[config.mk]
export PLATFORM = sky130hd
export DESIGN_NAME = alu_issue_q_flat
export DESIGN_NICKNAME = d
export VERILOG_FILES = /design/src/rtl/alu_issue_q_if.sv /design/src/rtl/alu_issue_q.sv /design/src/flat_wrapper.sv
export SDC_FILE = /design/constraint.sdc
export NUM_CORES = 1
export LEC_CHECK = 0
export BUFFER_PORTS_ARGS = -buffer_cell sky130_fd_sc_hd__clkbuf_2
export CAP_MARGIN = 20
export CORE_ASPECT_RATIO = 1.75
export CORE_MARGIN = 2
export CORE_UTILIZATION = 65
export CTS_BUF_LIST = sky130_fd_sc_hd__clkbuf_2
export DETAILED_ROUTE_END_ITERATION = 10
export PLACE_DENSITY = 0.95
export SYNTH_ARGS = -nofsm -noshare
export SYNTH_HDL_FRONTEND = slang
export SYNTH_SLANG_ARGS = --single-unit
[constraint.sdc]
create_clock -name clk -period 8.81 [get_ports clk]
set_input_delay 1.3215 -clock clk [delete_from_list [all_inputs] [get_ports clk]]
set_output_delay 1.3215 -clock clk [all_outputs]
set_load 0.02 [all_outputs]
[src/rtl/alu_issue_q_if.sv]
// alu_issue_q_if: bundles every non-clock/reset signal of alu_issue_q.
//   slave  : the issue queue side (accepts operations, drives ALU/result/count).
//   master : the upstream/control side (offers operations, stall, flush).
// Signals:
//   in_valid/in_ready/in_a/in_b/in_op/in_tag : operation push handshake
//   stall, flush                             : issue hold, synchronous kill
//   alu_a/alu_b/alu_op/alu_valid             : registered ALU inputs
//   res_valid/res_tag/res_dz/res_ill         : result-aligned tag stage
//   count                                    : queue occupancy
interface alu_issue_q_if #(
    parameter int unsigned DATA_W = 64,
    parameter int unsigned OP_W   = 8,
    parameter int unsigned TAG_W  = 4,
    parameter int unsigned DEPTH  = 4
);
    localparam int unsigned CNT_W = $clog2(DEPTH) + 1;

    logic              in_valid;
    logic              in_ready;
    logic [DATA_W-1:0] in_a;
    logic [DATA_W-1:0] in_b;
    logic [OP_W-1:0]   in_op;
    logic [TAG_W-1:0]  in_tag;
    logic              stall;
    logic              flush;
    logic [DATA_W-1:0] alu_a;
    logic [DATA_W-1:0] alu_b;
    logic [OP_W-1:0]   alu_op;
    logic              alu_valid;
    logic              res_valid;
    logic [TAG_W-1:0]  res_tag;
    logic              res_dz;
    logic              res_ill;
    logic [CNT_W-1:0]  count;

    modport master (
        output in_valid, in_a, in_b, in_op, in_tag, stall, flush,
        input  in_ready, alu_a, alu_b, alu_op, alu_valid,
        input  res_valid, res_tag, res_dz, res_ill, count
    );

    modport slave (
        input  in_valid, in_a, in_b, in_op, in_tag, stall, flush,
        output in_ready, alu_a, alu_b, alu_op, alu_valid,
        output res_valid, res_tag, res_dz, res_ill, count
    );
endinterface

[src/rtl/alu_issue_q.sv]
// alu_issue_q: operand issue queue in front of the registered 64-bit ALU.
// Buffers {a, b, op, tag} in a DEPTH-entry circular FIFO, issues at most one
// operation per cycle into the ALU input registers, screens divide-by-zero and
// illegal opcodes (forcing op 0), and carries the tag one stage behind so it
// lines up with the ALU's registered result.
// Ports:
//   clk    : clock, all state on posedge
//   rst_n  : asynchronous active-low reset
//   bus_io : alu_issue_q_if.slave (push handshake, stall/flush, ALU drive,
//            result tag stage, occupancy)
module alu_issue_q #(
    parameter int unsigned DATA_W = 64,
    parameter int unsigned OP_W   = 8,
    parameter int unsigned TAG_W  = 4,
    parameter int unsigned DEPTH  = 4
) (
    input logic          clk,
    input logic          rst_n,
    alu_issue_q_if.slave bus_io
);
    localparam int unsigned AW    = $clog2(DEPTH);
    localparam int unsigned PTR_W = AW + 1;

    localparam logic [OP_W-1:0] OpNone = '0;
    localparam logic [OP_W-1:0] OpDiv  = OP_W'(8'h04);
    localparam logic [OP_W-1:0] OpMax  = OP_W'(8'h11);

    // Queue storage; no reset needed, validity is tracked by the pointers.
    logic [DATA_W-1:0] a_mem   [DEPTH];
    logic [DATA_W-1:0] b_mem   [DEPTH];
    logic [OP_W-1:0]   op_mem  [DEPTH];
    logic [TAG_W-1:0]  tag_mem [DEPTH];

    // Pointers carry an extra wrap bit so full and empty are distinguishable.
    logic [PTR_W-1:0] wr_ptr_q, wr_ptr_d;
    logic [PTR_W-1:0] rd_ptr_q, rd_ptr_d;
    logic [PTR_W-1:0] count;

    logic [DATA_W-1:0] alu_a_q, alu_a_d;
    logic [DATA_W-1:0] alu_b_q, alu_b_d;
    logic [OP_W-1:0]   alu_op_q, alu_op_d;
    logic              alu_valid_q;

    // Stage 1 travels alongside the ALU input registers.
    logic [TAG_W-1:0] s1_tag_q, s1_tag_d;
    logic             s1_dz_q, s1_dz_d;
    logic             s1_ill_q, s1_ill_d;

    logic             res_valid_q;
    logic [TAG_W-1:0] res_tag_q;
    logic             res_dz_q;
    logic             res_ill_q;

    logic              push;
    logic              issue;
    logic [AW-1:0]     rd_idx;
    logic [DATA_W-1:0] head_a;
    logic [DATA_W-1:0] head_b;
    logic [OP_W-1:0]   head_op;
    logic              head_dz;
    logic              head_ill;

    assign count  = wr_ptr_q - rd_ptr_q;
    assign rd_idx = rd_ptr_q[AW-1:0];

    assign bus_io.in_ready = (count != PTR_W'(DEPTH)) && !bus_io.flush;
    assign push            = bus_io.in_valid && bus_io.in_ready;
    assign issue           = (count != '0) && !bus_io.stall && !bus_io.flush;

    assign head_a   = a_mem[rd_idx];
    assign head_b   = b_mem[rd_idx];
    assign head_op  = op_mem[rd_idx];
    // Opcode 4 is legal, so dz and ill are mutually exclusive by construction.
    assign head_dz  = (head_op == OpDiv) && (head_b == '0);
    assign head_ill = (head_op == OpNone) || (head_op > OpMax);

    always_comb begin
        wr_ptr_d = wr_ptr_q;
        rd_ptr_d = rd_ptr_q;
        alu_a_d  = alu_a_q;
        alu_b_d  = alu_b_q;
        alu_op_d = alu_op_q;
        s1_tag_d = s1_tag_q;
        s1_dz_d  = s1_dz_q;
        s1_ill_d = s1_ill_q;

        if (bus_io.flush) begin
            // in_ready is low during flush, so no push can race the drain.
            rd_ptr_d = wr_ptr_q;
        end else begin
            if (push) begin
                wr_ptr_d = wr_ptr_q + 1'b1;
            end
            if (issue) begin
                rd_ptr_d = rd_ptr_q + 1'b1;
                alu_a_d  = head_a;
                alu_b_d  = head_b;
                // Op 0 makes the ALU produce a zero result.
                alu_op_d = (head_dz || head_ill) ? OpNone : head_op;
                s1_tag_d = tag_mem[rd_idx];
                s1_dz_d  = head_dz;
                s1_ill_d = head_ill;
            end
        end
    end

    always_ff @(posedge clk) begin
        if (push) begin
            a_mem[wr_ptr_q[AW-1:0]]   <= bus_io.in_a;
            b_mem[wr_ptr_q[AW-1:0]]   <= bus_io.in_b;
            op_mem[wr_ptr_q[AW-1:0]]  <= bus_io.in_op;
            tag_mem[wr_ptr_q[AW-1:0]] <= bus_io.in_tag;
        end
    end

    always_ff @(posedge clk or negedge rst_n) begin
        if (!rst_n) begin
            wr_ptr_q    <= '0;
            rd_ptr_q    <= '0;
            alu_a_q     <= '0;
            alu_b_q     <= '0;
            alu_op_q    <= '0;
            alu_valid_q <= 1'b0;
            s1_tag_q    <= '0;
            s1_dz_q     <= 1'b0;
            s1_ill_q    <= 1'b0;
            res_valid_q <= 1'b0;
            res_tag_q   <= '0;
            res_dz_q    <= 1'b0;
            res_ill_q   <= 1'b0;
        end else begin
            wr_ptr_q    <= wr_ptr_d;
            rd_ptr_q    <= rd_ptr_d;
            alu_a_q     <= alu_a_d;
            alu_b_q     <= alu_b_d;
            alu_op_q    <= alu_op_d;
            alu_valid_q <= issue;
            s1_tag_q    <= s1_tag_d;
            s1_dz_q     <= s1_dz_d;
            s1_ill_q    <= s1_ill_d;
            // Flush kills the op currently in the ALU.
            res_valid_q <= alu_valid_q && !bus_io.flush;
            if (alu_valid_q) begin
                res_tag_q <= s1_tag_q;
                res_dz_q  <= s1_dz_q;
                res_ill_q <= s1_ill_q;
            end
        end
    end

    assign bus_io.alu_a     = alu_a_q;
    assign bus_io.alu_b     = alu_b_q;
    assign bus_io.alu_op    = alu_op_q;
    assign bus_io.alu_valid = alu_valid_q;
    assign bus_io.res_valid = res_valid_q;
    assign bus_io.res_tag   = res_tag_q;
    assign bus_io.res_dz    = res_dz_q;
    assign bus_io.res_ill   = res_ill_q;
    assign bus_io.count     = count;
endmodule

[src/flat_wrapper.sv]
// flat-port wrapper written by rule: the top's interface ports become plain ports
module alu_issue_q_flat 
#(
    parameter int unsigned DATA_W = 64,
    parameter int unsigned OP_W   = 8,
    parameter int unsigned TAG_W  = 4,
    parameter int unsigned DEPTH  = 4
)
  (clk, rst_n, bus_io_in_valid, bus_io_in_a, bus_io_in_b, bus_io_in_op, bus_io_in_tag, bus_io_stall, bus_io_flush, bus_io_in_ready, bus_io_alu_a, bus_io_alu_b, bus_io_alu_op, bus_io_alu_valid, bus_io_res_valid, bus_io_res_tag, bus_io_res_dz, bus_io_res_ill, bus_io_count);
  alu_issue_q_if #(.DATA_W(DATA_W), .OP_W(OP_W), .TAG_W(TAG_W), .DEPTH(DEPTH)) bus_io_i ();
  input logic clk;
  input logic rst_n;
  input wire logic [$bits(bus_io_i.in_valid)-1:0] bus_io_in_valid;
  input wire logic [$bits(bus_io_i.in_a)-1:0] bus_io_in_a;
  input wire logic [$bits(bus_io_i.in_b)-1:0] bus_io_in_b;
  input wire logic [$bits(bus_io_i.in_op)-1:0] bus_io_in_op;
  input wire logic [$bits(bus_io_i.in_tag)-1:0] bus_io_in_tag;
  input wire logic [$bits(bus_io_i.stall)-1:0] bus_io_stall;
  input wire logic [$bits(bus_io_i.flush)-1:0] bus_io_flush;
  output wire logic [$bits(bus_io_i.in_ready)-1:0] bus_io_in_ready;
  output wire logic [$bits(bus_io_i.alu_a)-1:0] bus_io_alu_a;
  output wire logic [$bits(bus_io_i.alu_b)-1:0] bus_io_alu_b;
  output wire logic [$bits(bus_io_i.alu_op)-1:0] bus_io_alu_op;
  output wire logic [$bits(bus_io_i.alu_valid)-1:0] bus_io_alu_valid;
  output wire logic [$bits(bus_io_i.res_valid)-1:0] bus_io_res_valid;
  output wire logic [$bits(bus_io_i.res_tag)-1:0] bus_io_res_tag;
  output wire logic [$bits(bus_io_i.res_dz)-1:0] bus_io_res_dz;
  output wire logic [$bits(bus_io_i.res_ill)-1:0] bus_io_res_ill;
  output wire logic [$bits(bus_io_i.count)-1:0] bus_io_count;
  assign bus_io_i.in_valid = bus_io_in_valid;
  assign bus_io_i.in_a = bus_io_in_a;
  assign bus_io_i.in_b = bus_io_in_b;
  assign bus_io_i.in_op = bus_io_in_op;
  assign bus_io_i.in_tag = bus_io_in_tag;
  assign bus_io_i.stall = bus_io_stall;
  assign bus_io_i.flush = bus_io_flush;
  assign bus_io_in_ready = bus_io_i.in_ready;
  assign bus_io_alu_a = bus_io_i.alu_a;
  assign bus_io_alu_b = bus_io_i.alu_b;
  assign bus_io_alu_op = bus_io_i.alu_op;
  assign bus_io_alu_valid = bus_io_i.alu_valid;
  assign bus_io_res_valid = bus_io_i.res_valid;
  assign bus_io_res_tag = bus_io_i.res_tag;
  assign bus_io_res_dz = bus_io_i.res_dz;
  assign bus_io_res_ill = bus_io_i.res_ill;
  assign bus_io_count = bus_io_i.count;
  alu_issue_q #(.DATA_W(DATA_W), .OP_W(OP_W), .TAG_W(TAG_W), .DEPTH(DEPTH)) u_core (.clk(clk), .rst_n(rst_n), .bus_io(bus_io_i));
endmodule
Word level (Yosys, flattened, before mapping)
Memory sizes are Yosys's and may differ from the RTL's. A register that Yosys moved wholly into a read port is not among the register bits. Cells that the tools add are included.

Flip-flop bits (word level): 88. Word-level logic and storage cells: 45. Memory bits (writable): 560. Memories: 4. Input bits: 145. Output and inout port bits: 148.

Eq/ne operators: 2. Bitwise logic cells: 1. Multiplexer cells: 5. Order comparisons: 1. Reduce and logical (&&, ||, !) cells: 18. Add/sub/neg operators: 3.

Memory list: u_core.a_mem (depth 4, bits a word 64, rd ports 1, clocked after Yosys merged registers in 1, wr ports 1, RTL line alu_issue_q.sv:29) `logic [DATA_W-1:0] a_mem [DEPTH];`; u_core.b_mem (depth 4, bits a word 64, rd ports 1, clocked after Yosys merged registers in 0, wr ports 1, RTL line alu_issue_q.sv:30) `logic [DATA_W-1:0] b_mem [DEPTH];`; u_core.op_mem (depth 4, bits a word 8, rd ports 1, clocked after Yosys merged registers in 0, wr ports 1, RTL line alu_issue_q.sv:31) `logic [OP_W-1:0] op_mem [DEPTH];`; u_core.tag_mem (depth 4, bits a word 4, rd ports 1, clocked after Yosys merged registers in 1, wr ports 1, RTL line alu_issue_q.sv:32) `logic [TAG_W-1:0] tag_mem [DEPTH];`.

Operators by type and width (count): $logic_not 64->1 (1); $eq 8x3->1 const B (1); $gt 8x5->1 const B (1); $logic_not 8->1 (1); $mux 8 (1); $add 3x1->3 const B (2); $logic_and 1x1->1 (6); $mux 3 (2); $logic_not 1->1 (4); $reduce_and 2->1 (2); $ne 3x3->1 const B (1); $reduce_bool 3->1 (1); $sub 3x3->3 (1); $logic_or 1x1->1 (2); $mux 1 (2); $reduce_bool 2->1 (1); $not 1->1 (1).

Longest topological paths before layout
Gate-level depths: netlist of run 1.

Depth in word-level cells: 6. Depth in mapped cells: 10. Mapped depth without buffers: 9.

Least setup slack after synthesis of run 1
Ideal clock, no wire load.

Path kind: input to register. From: input bus_io_flush. To: memory u_core.a_mem[3][0] (enable). Library setup time: 518 ps. Arrival time: 5378 ps. Buffers on the path: 1. Stages: 3. Data required time: 8292 ps. Path slack: 2914 ps. Cells stage by stage: clkbuf_1 a21oi_1 and3_1.

Word-level cells in the longest chain between the ends: 5.

Ends and longest elaborated chain: from (decl) (RTL line flat_wrapper.sv:19) `input wire logic [$bits(bus_io_i.flush)-1:0] bus_io_flush;`; $logic_not 1->1 (RTL line alu_issue_q.sv:66) `assign bus_io.in_ready = (count != PTR_W'(DEPTH)) && !bus_io.flush;`; $logic_and 1x1->1 (RTL line alu_issue_q.sv:66); via bus_io_in_ready (RTL line flat_wrapper.sv:20) `output wire logic [$bits(bus_io_i.in_ready)-1:0] bus_io_in_ready;`; $logic_and 1x1->1 (RTL line alu_issue_q.sv:67) `assign push = bus_io.in_valid && bus_io.in_ready;`; $mux 1 (RTL line alu_issue_q.sv:108) `if (push) begin`; $mux 1 (implied by the code) (RTL line alu_issue_q.sv:109) `a_mem[wr_ptr_q[AW-1:0]] <= bus_io.in_a;`; to (decl) (RTL line alu_issue_q.sv:29).

The timed path passes the listed nets, and every way through them passes these cells.

Worst setup path in the final report of run 1
From: register u_core.rd_ptr_q[0]. To: output bus_io_in_ready.

Word-level cells in the longest chain between the ends: 3.

Ends and longest elaborated chain: from (decl) (RTL line alu_issue_q.sv:36) `logic [PTR_W-1:0] rd_ptr_q, rd_ptr_d;`; from (signal assigned) (RTL line alu_issue_q.sv:133) `rd_ptr_q <= rd_ptr_d;`; $sub 3x3->3 (RTL line alu_issue_q.sv:63) `assign count = wr_ptr_q - rd_ptr_q;`; $ne 3x3->1 (RTL line alu_issue_q.sv:66); $logic_and 1x1->1 (RTL line alu_issue_q.sv:66); to (decl) (RTL line flat_wrapper.sv:20).

Every way passes these cells.

==> results of run 1 <==
Yosys cell counts, types with 5 or more instances:
cell / count
nor2_1: 6
buf_1: 12
clkbuf_1: 37
buf_2: 12
ha_1: 6
edfxtp_1: 560
mux2_2: 6
a21oi_1: 5
mux4_2: 138
dfrtp_1: 156
nand2_1: 402
nor4_1: 15
inv_1: 5
and2_1: 5
how the worst min path moves through the flow:
| stage | from | end | slack, ns | cells past startpoint |
|---|---|---|---|---|
| 2_1_floorplan | u_core.s1_tag_q[0] | u_core.s1_tag_q[0] | 0.44 | 2 |
| 3_3_place_gp | u_core.s1_tag_q[0] | u_core.s1_tag_q[0] | 0.45 | 2 |
| 3_5_place_dp | u_core.bus_io.alu_a[2] | u_core.bus_io.alu_a[2] | 0.46 | 2 |
| 4_1_cts | rst_n | u_core.bus_io.alu_a[21] | 0.27 | 1 |
| 5_1_grt | rst_n | u_core.bus_io.alu_a[13] | 0.27 | 1 |
| 6_report | rst_n | u_core.bus_io.alu_a[25] | 0.29 | 1 |
cell families after synthesis:
family | count (synthesis) | share of synthesized area
buffers and inverters | 69 | 0.0110
adders and majority gates | 7 | 0.00362
and+or+nand+nor | 446 | 0.0680
muxes | 145 | 0.121
xor gates and xnor gates | 5 | 0.00219
AOI/OAI and AO/OA | 16 | 0.00410
DFF | 716 | 0.790
critical path: stages, from the launching register on:
cell and delay [ns]:
dfrtp_4 0.78, ha_1 0.38, fa_1 0.43, xnor3_1 0.31, inv_1 0.09, a21oi_1 0.41
clkbuf_2 0.27
stage by stage:
step	setup slack [ns]	cells
floorplan	2.91	1404
global placement	4.13	2143
detailed placement	3.99	2143
CTS	3.62	2413
global route	3.42	2428
finish	3.75	2428
per-layer routing:
metal / part of all wire / wire, um
met1: 0.32 / 19100
met2: 0.55 / 32200
met3: 0.070 / 4110
met4: 0.057 / 3320
met5: 0.0012 / 71
sequential cells by signal, summed over array words and instances, names as in the netlist:
signal and cells:
u_core.bus_io.res_ill 1, u_core.s1_ill_q 1, u_core.wr_ptr_q 3, u_core.bus_io.alu_valid 1, u_core.s1_tag_q 4, u_core.a_mem 256
u_core.bus_io.res_valid 1, u_core.bus_io.alu_op 8, u_core.bus_io.alu_b 64, u_core.bus_io.alu_a 64, u_core.rd_ptr_q 3, u_core.bus_io.res_tag 4
u_core.tag_mem 16, u_core.s1_dz_q 1, u_core.op_mem 32, u_core.b_mem 256, u_core.bus_io.res_dz 1
power groups by stage:
stage / Clock [mW] / Combinational, mW / Sequential (mW)
CTS: 1.96 / 2.88 / 4.74
finish: 1.93 / 2.87 / 4.74
detailed placement: 0 / 2.86 / 4.81
global placement: 0 / 2.75 / 4.75
global route: 2.11 / 3.08 / 4.80
floorplan: 0 / 1.65 / 5.03
cell type report:
type,instances,area [um^2]
clock inverter,55,287
inverter,6,25.0
sequential,716,20700
multi-input combinational,619,5260
clock buffer,215,1080
fill,2221,10300
tap,495,619
timing repair buffer,308,1610
antenna,14,35.0
==> out/results.ini, run 1 <==
[run_status]
outcome=finished, final reports clean

[logic_synthesis]
ys_ff_latch=716
synthCells=1404
ys_warn_count=0
syn_avg_cell_area_um2=18.7
synth.area.top_cells=edfxtp_1 (64%), dfrtp_1 (15%), mux4_2 (12%)
synth_edf_count=560
synth_top_area_frac=0.641
syn-num-nets=1556
synth-seq-area-share=0.790
ys.flop_type=edfxtp_1
syn_area_mm2=0.0262
yosysTopAreaCell=edfxtp_1
yosysUniqueCellTypes=34
synthArstFlopShare=0.218

[floorplan]
io_pins=293
die_width_um=156
die-height_um=270
num_rows=97
start_util=0.657
die-area_mm2=0.0421
coreArea_mm2=0.0399

[layout]
area_growth_pct=12.9
fin_area_mm2=0.0296
utilization=0.742
layout_commonest_cell=edfxtp_1
final_cell_mix=edfxtp_1 (560), clkbuf_2 (506), nand2_1 (402)
final_nets=1950
final_layout_size_suffix_gt1_frac=0.361

[drt]
wire_per_inst_um=24.2
routed_wirelength_um=58800
dr.pass1.iters=5
vias=14477
drc=0
drt_iter0_markers=1415
via_per_inst=5.96
antenna_left=0

[critical_path]
cp_max_fo=43
crit_type=reg2out
endpoint=bus_io_in_ready
cp.arrival_ns=3.74
cp.required_ns=7.49
r2r_end=u_core.a_mem[0][54]
cp-start-kind=register
startpoint=u_core.rd_ptr_q[0]
rr_startpoint=u_core.rd_ptr_q[0]
end_kind=output port
worstRegToRegCells=7
rrSetupSlack_ns=3.96

[sta]
tns_ns=0
final-setup-viol-count=0
clock_skew_ns=0.0888
max_slew_margin=0.271
rsz0062_at_grt=false
finalMaxSlewViolations=0
fmax_mhz=198
worst_slew_pin_slew_ns=1.09
hold_viol=0
fin_crit_ns=5.06
fin_crit_sh=0.574
fin_hold_ws_ns=0.286

[clocking]
cts_root_buf=clkbuf_2
htree_levels=4
cts_tree=done
cts_inserted_buffers=147
clk_latency_ns=1.13
clkSinkCount=716
post_cts_buffers=0
cts_hold_buffers=0
cts_buffer_depth=3
clkTransAtPathRegs_ns=0.13
cts-resized-gates=0

[pwr]
internal_power_mw=6.17
p_seq_frac=0.497
p_sw_mw=3.37
power.share.clock=0.202
power_density_mw_per_mm2=322
switching_share=0.353
p_comb_frac=0.301
peakVddDrop_mv=0.224
total_power_mw=9.54
leakagePower_nw=11.6

[global_routing]
grt_antenna_before_repair=20
grtUsageMet3=0.0688
busiest_layer=met2
grt_pass1_vias=15184
gr-usage-met1=0.327
grt.overflow.total=0
grt_usage=0.285
grt_max_degree=89
grt_pass1_wl_um=87600
met2_usage=0.486

[placed_design]
placed_area_mm2=0.0282
io_buffers=292
dp_hpwl_um=36900
gp_congestion=0.820

[job]
drv_cap=0

[worst_hold_path]
hp-class=in2async

Power figures use the tool's default switching activity.
==> run 2: changes to the inputs <==
--- a/config.mk
+++ b/config.mk
@@ -9,10 +9,10 @@
 export CAP_MARGIN = 20
 export CORE_ASPECT_RATIO = 1.75
 export CORE_MARGIN = 2
-export CORE_UTILIZATION = 65
+export CORE_UTILIZATION = 55
 export CTS_BUF_LIST = sky130_fd_sc_hd__clkbuf_2
 export DETAILED_ROUTE_END_ITERATION = 10
-export PLACE_DENSITY = 0.95
+export PLACE_DENSITY = 0.88
 export SYNTH_ARGS = -nofsm -noshare
 export SYNTH_HDL_FRONTEND = slang
 export SYNTH_SLANG_ARGS = --single-unit
==> constraint.sdc (replaced) <==
create_clock -name clk -period 4.4 [get_ports clk]
set_input_delay 0.66 -clock clk [delete_from_list [all_inputs] [get_ports clk]]
set_output_delay 0.66 -clock clk [all_outputs]
set_load 0.02 [all_outputs]
==> out/results.ini, run 2 (synthesis results as in run 1) <==
[run_status]
outcome=finished, final reports clean

[floorplan]
coreArea_mm2=0.0470
io_pins=293
die_width_um=169
die-height_um=293
start_util=0.558
num_rows=105
die-area_mm2=0.0495

[placed_design]
io_buffers=292
dp_cells=2244
dp_hpwl_um=35900
gp_congestion=0.770

[pwr]
power.share.clock=0.213
power_density_mw_per_mm2=624
p_seq_frac=0.477
peakVddDrop_mv=0.474
leakagePower_nw=12.4
switching_share=0.355
p_sw_mw=6.97
p_comb_frac=0.310
internal_power_mw=12.7

[sta]
rsz0062_at_grt=false
hold_viol=0
fin_crit_sh=0.942
final-setup-viol-count=0
finalMaxSlewViolations=0
fin_crit_ns=4.15
worst_slew_pin_slew_ns=0.928
clock_skew_ns=0.100
fmax_mhz=241
tns_ns=0
max_slew_margin=0.381

[clocking]
cts-resized-gates=0
cts_tree=done
clkSinkCount=716
cts_inserted_buffers=153
cts_hold_buffers=144
cts_buffer_depth=3
cts_root_buf=clkbuf_2
htree_levels=4
post_cts_buffers=0
clk_latency_ns=1.14
clkTransAtPathRegs_ns=0.13

[layout]
final_cell_mix=edfxtp_1 (560), clkbuf_2 (514), nand2_1 (402)
final_layout_size_suffix_gt1_frac=0.346
area_growth_pct=20.0
final_nets=2107
fillers=2954
instances_no_fill=2685
multi_input_area_mm2=0.00526
utilization=0.669
seqCellArea_mm2=0.0207
layout_commonest_cell=edfxtp_1

[global_routing]
grt_pass1_vias=16907
grt_usage=0.257
grt_antenna_before_repair=15
grt.overflow.total=0
grt_max_degree=95
grt_pass1_wl_um=94100

[drt]
antenna_left=0
dr.pass1.iters=5
drc=0
via_per_inst=5.70
routed_wirelength_um=62200
vias=15312
drt_iter0_markers=1342
wire_per_inst_um=23.2

[critical_path]
cpPeakStageDelay_ns=0.60
critPathBufInv=2
crit_family=adder cells
end_kind=output port
critPathSlowestCell=dfrtp_4
path_cells=ha_1 -> fa_1 -> xnor3_1 -> inv_1 -> a21oi_1 -> clkbuf_2
cp.required_ns=3.74
cp-start-kind=register
cp.arrival_ns=3.49
cp_max_fo=12
crit_type=reg2out

[worst_hold_path]
hp-class=in2async

[job]
drv_cap=0

-- run 2: power groups by stage --
stage	combinational, mW	clock (mW)	sequential (mW)
2_1_floorplan	3.30	0	10.0
3_3_place_gp	5.78	0	9.39
3_5_place_dp	5.95	0	9.46
4_1_cts	6.08	4.24	9.32
5_1_grt	6.55	4.61	9.45
6_report	6.09	4.19	9.36
-- run 2: per-layer routing --
layer,vias up,share of wire,track usage,routed length (um)
li1,6536,-,-,-
met1,7760,0.34,0.274,20900
met2,798,0.55,0.463,34000
met3,214,0.066,0.0541,4140
met4,4,0.051,0.156,3140
met5,-,0.00043,0,27
-- run 2: stage by stage --
stage / area, um^2 / power, mW / hold WS, ns / worst slack (ns)
floorplan: 26200 / 13.3 / 0.364 / 0.209
global placement: 28500 / 15.2 / 0.454 / 1.15
detailed placement: 28500 / 15.4 / 0.458 / 1.01
CTS: 31500 / 19.6 / 0.0342 / 0.204
global route: 31500 / 20.6 / 0.0678 / 0.0566
finish: 31500 / 19.6 / 0.121 / 0.254
-- run 2: worst paths after layout --
check,start,to,slack (ns),cells after the start
hold / removal,rst_n,u_core.bus_io.alu_op[0],0.12,2
setup reg to reg,u_core.rd_ptr_q[0],u_core.a_mem[2][49],0.89,7
hold reg to reg,u_core.s1_tag_q[1],u_core.bus_io.res_tag[1],0.48,1
max in group asynchronous,rst_n,u_core.bus_io.alu_a[33],3.36,3
setup / recovery,u_core.rd_ptr_q[0],bus_io_in_ready,0.25,6
min in group clk,bus_io_in_a[40],u_core.a_mem[1][40],0.25,2
-- run 2: area by class of cell --
| cell class | instances | area share |
|---|---|---|
| diodes | 14 | 0.00111 |
| clock buffers | 223 | 0.0354 |
| clock inverters | 60 | 0.0121 |
| inverters | 6 | 0.000795 |
| multi-input cells | 619 | 0.167 |
| flip-flops and latches | 716 | 0.658 |
| well taps | 588 | 0.0234 |
| repair buffers | 459 | 0.102 |
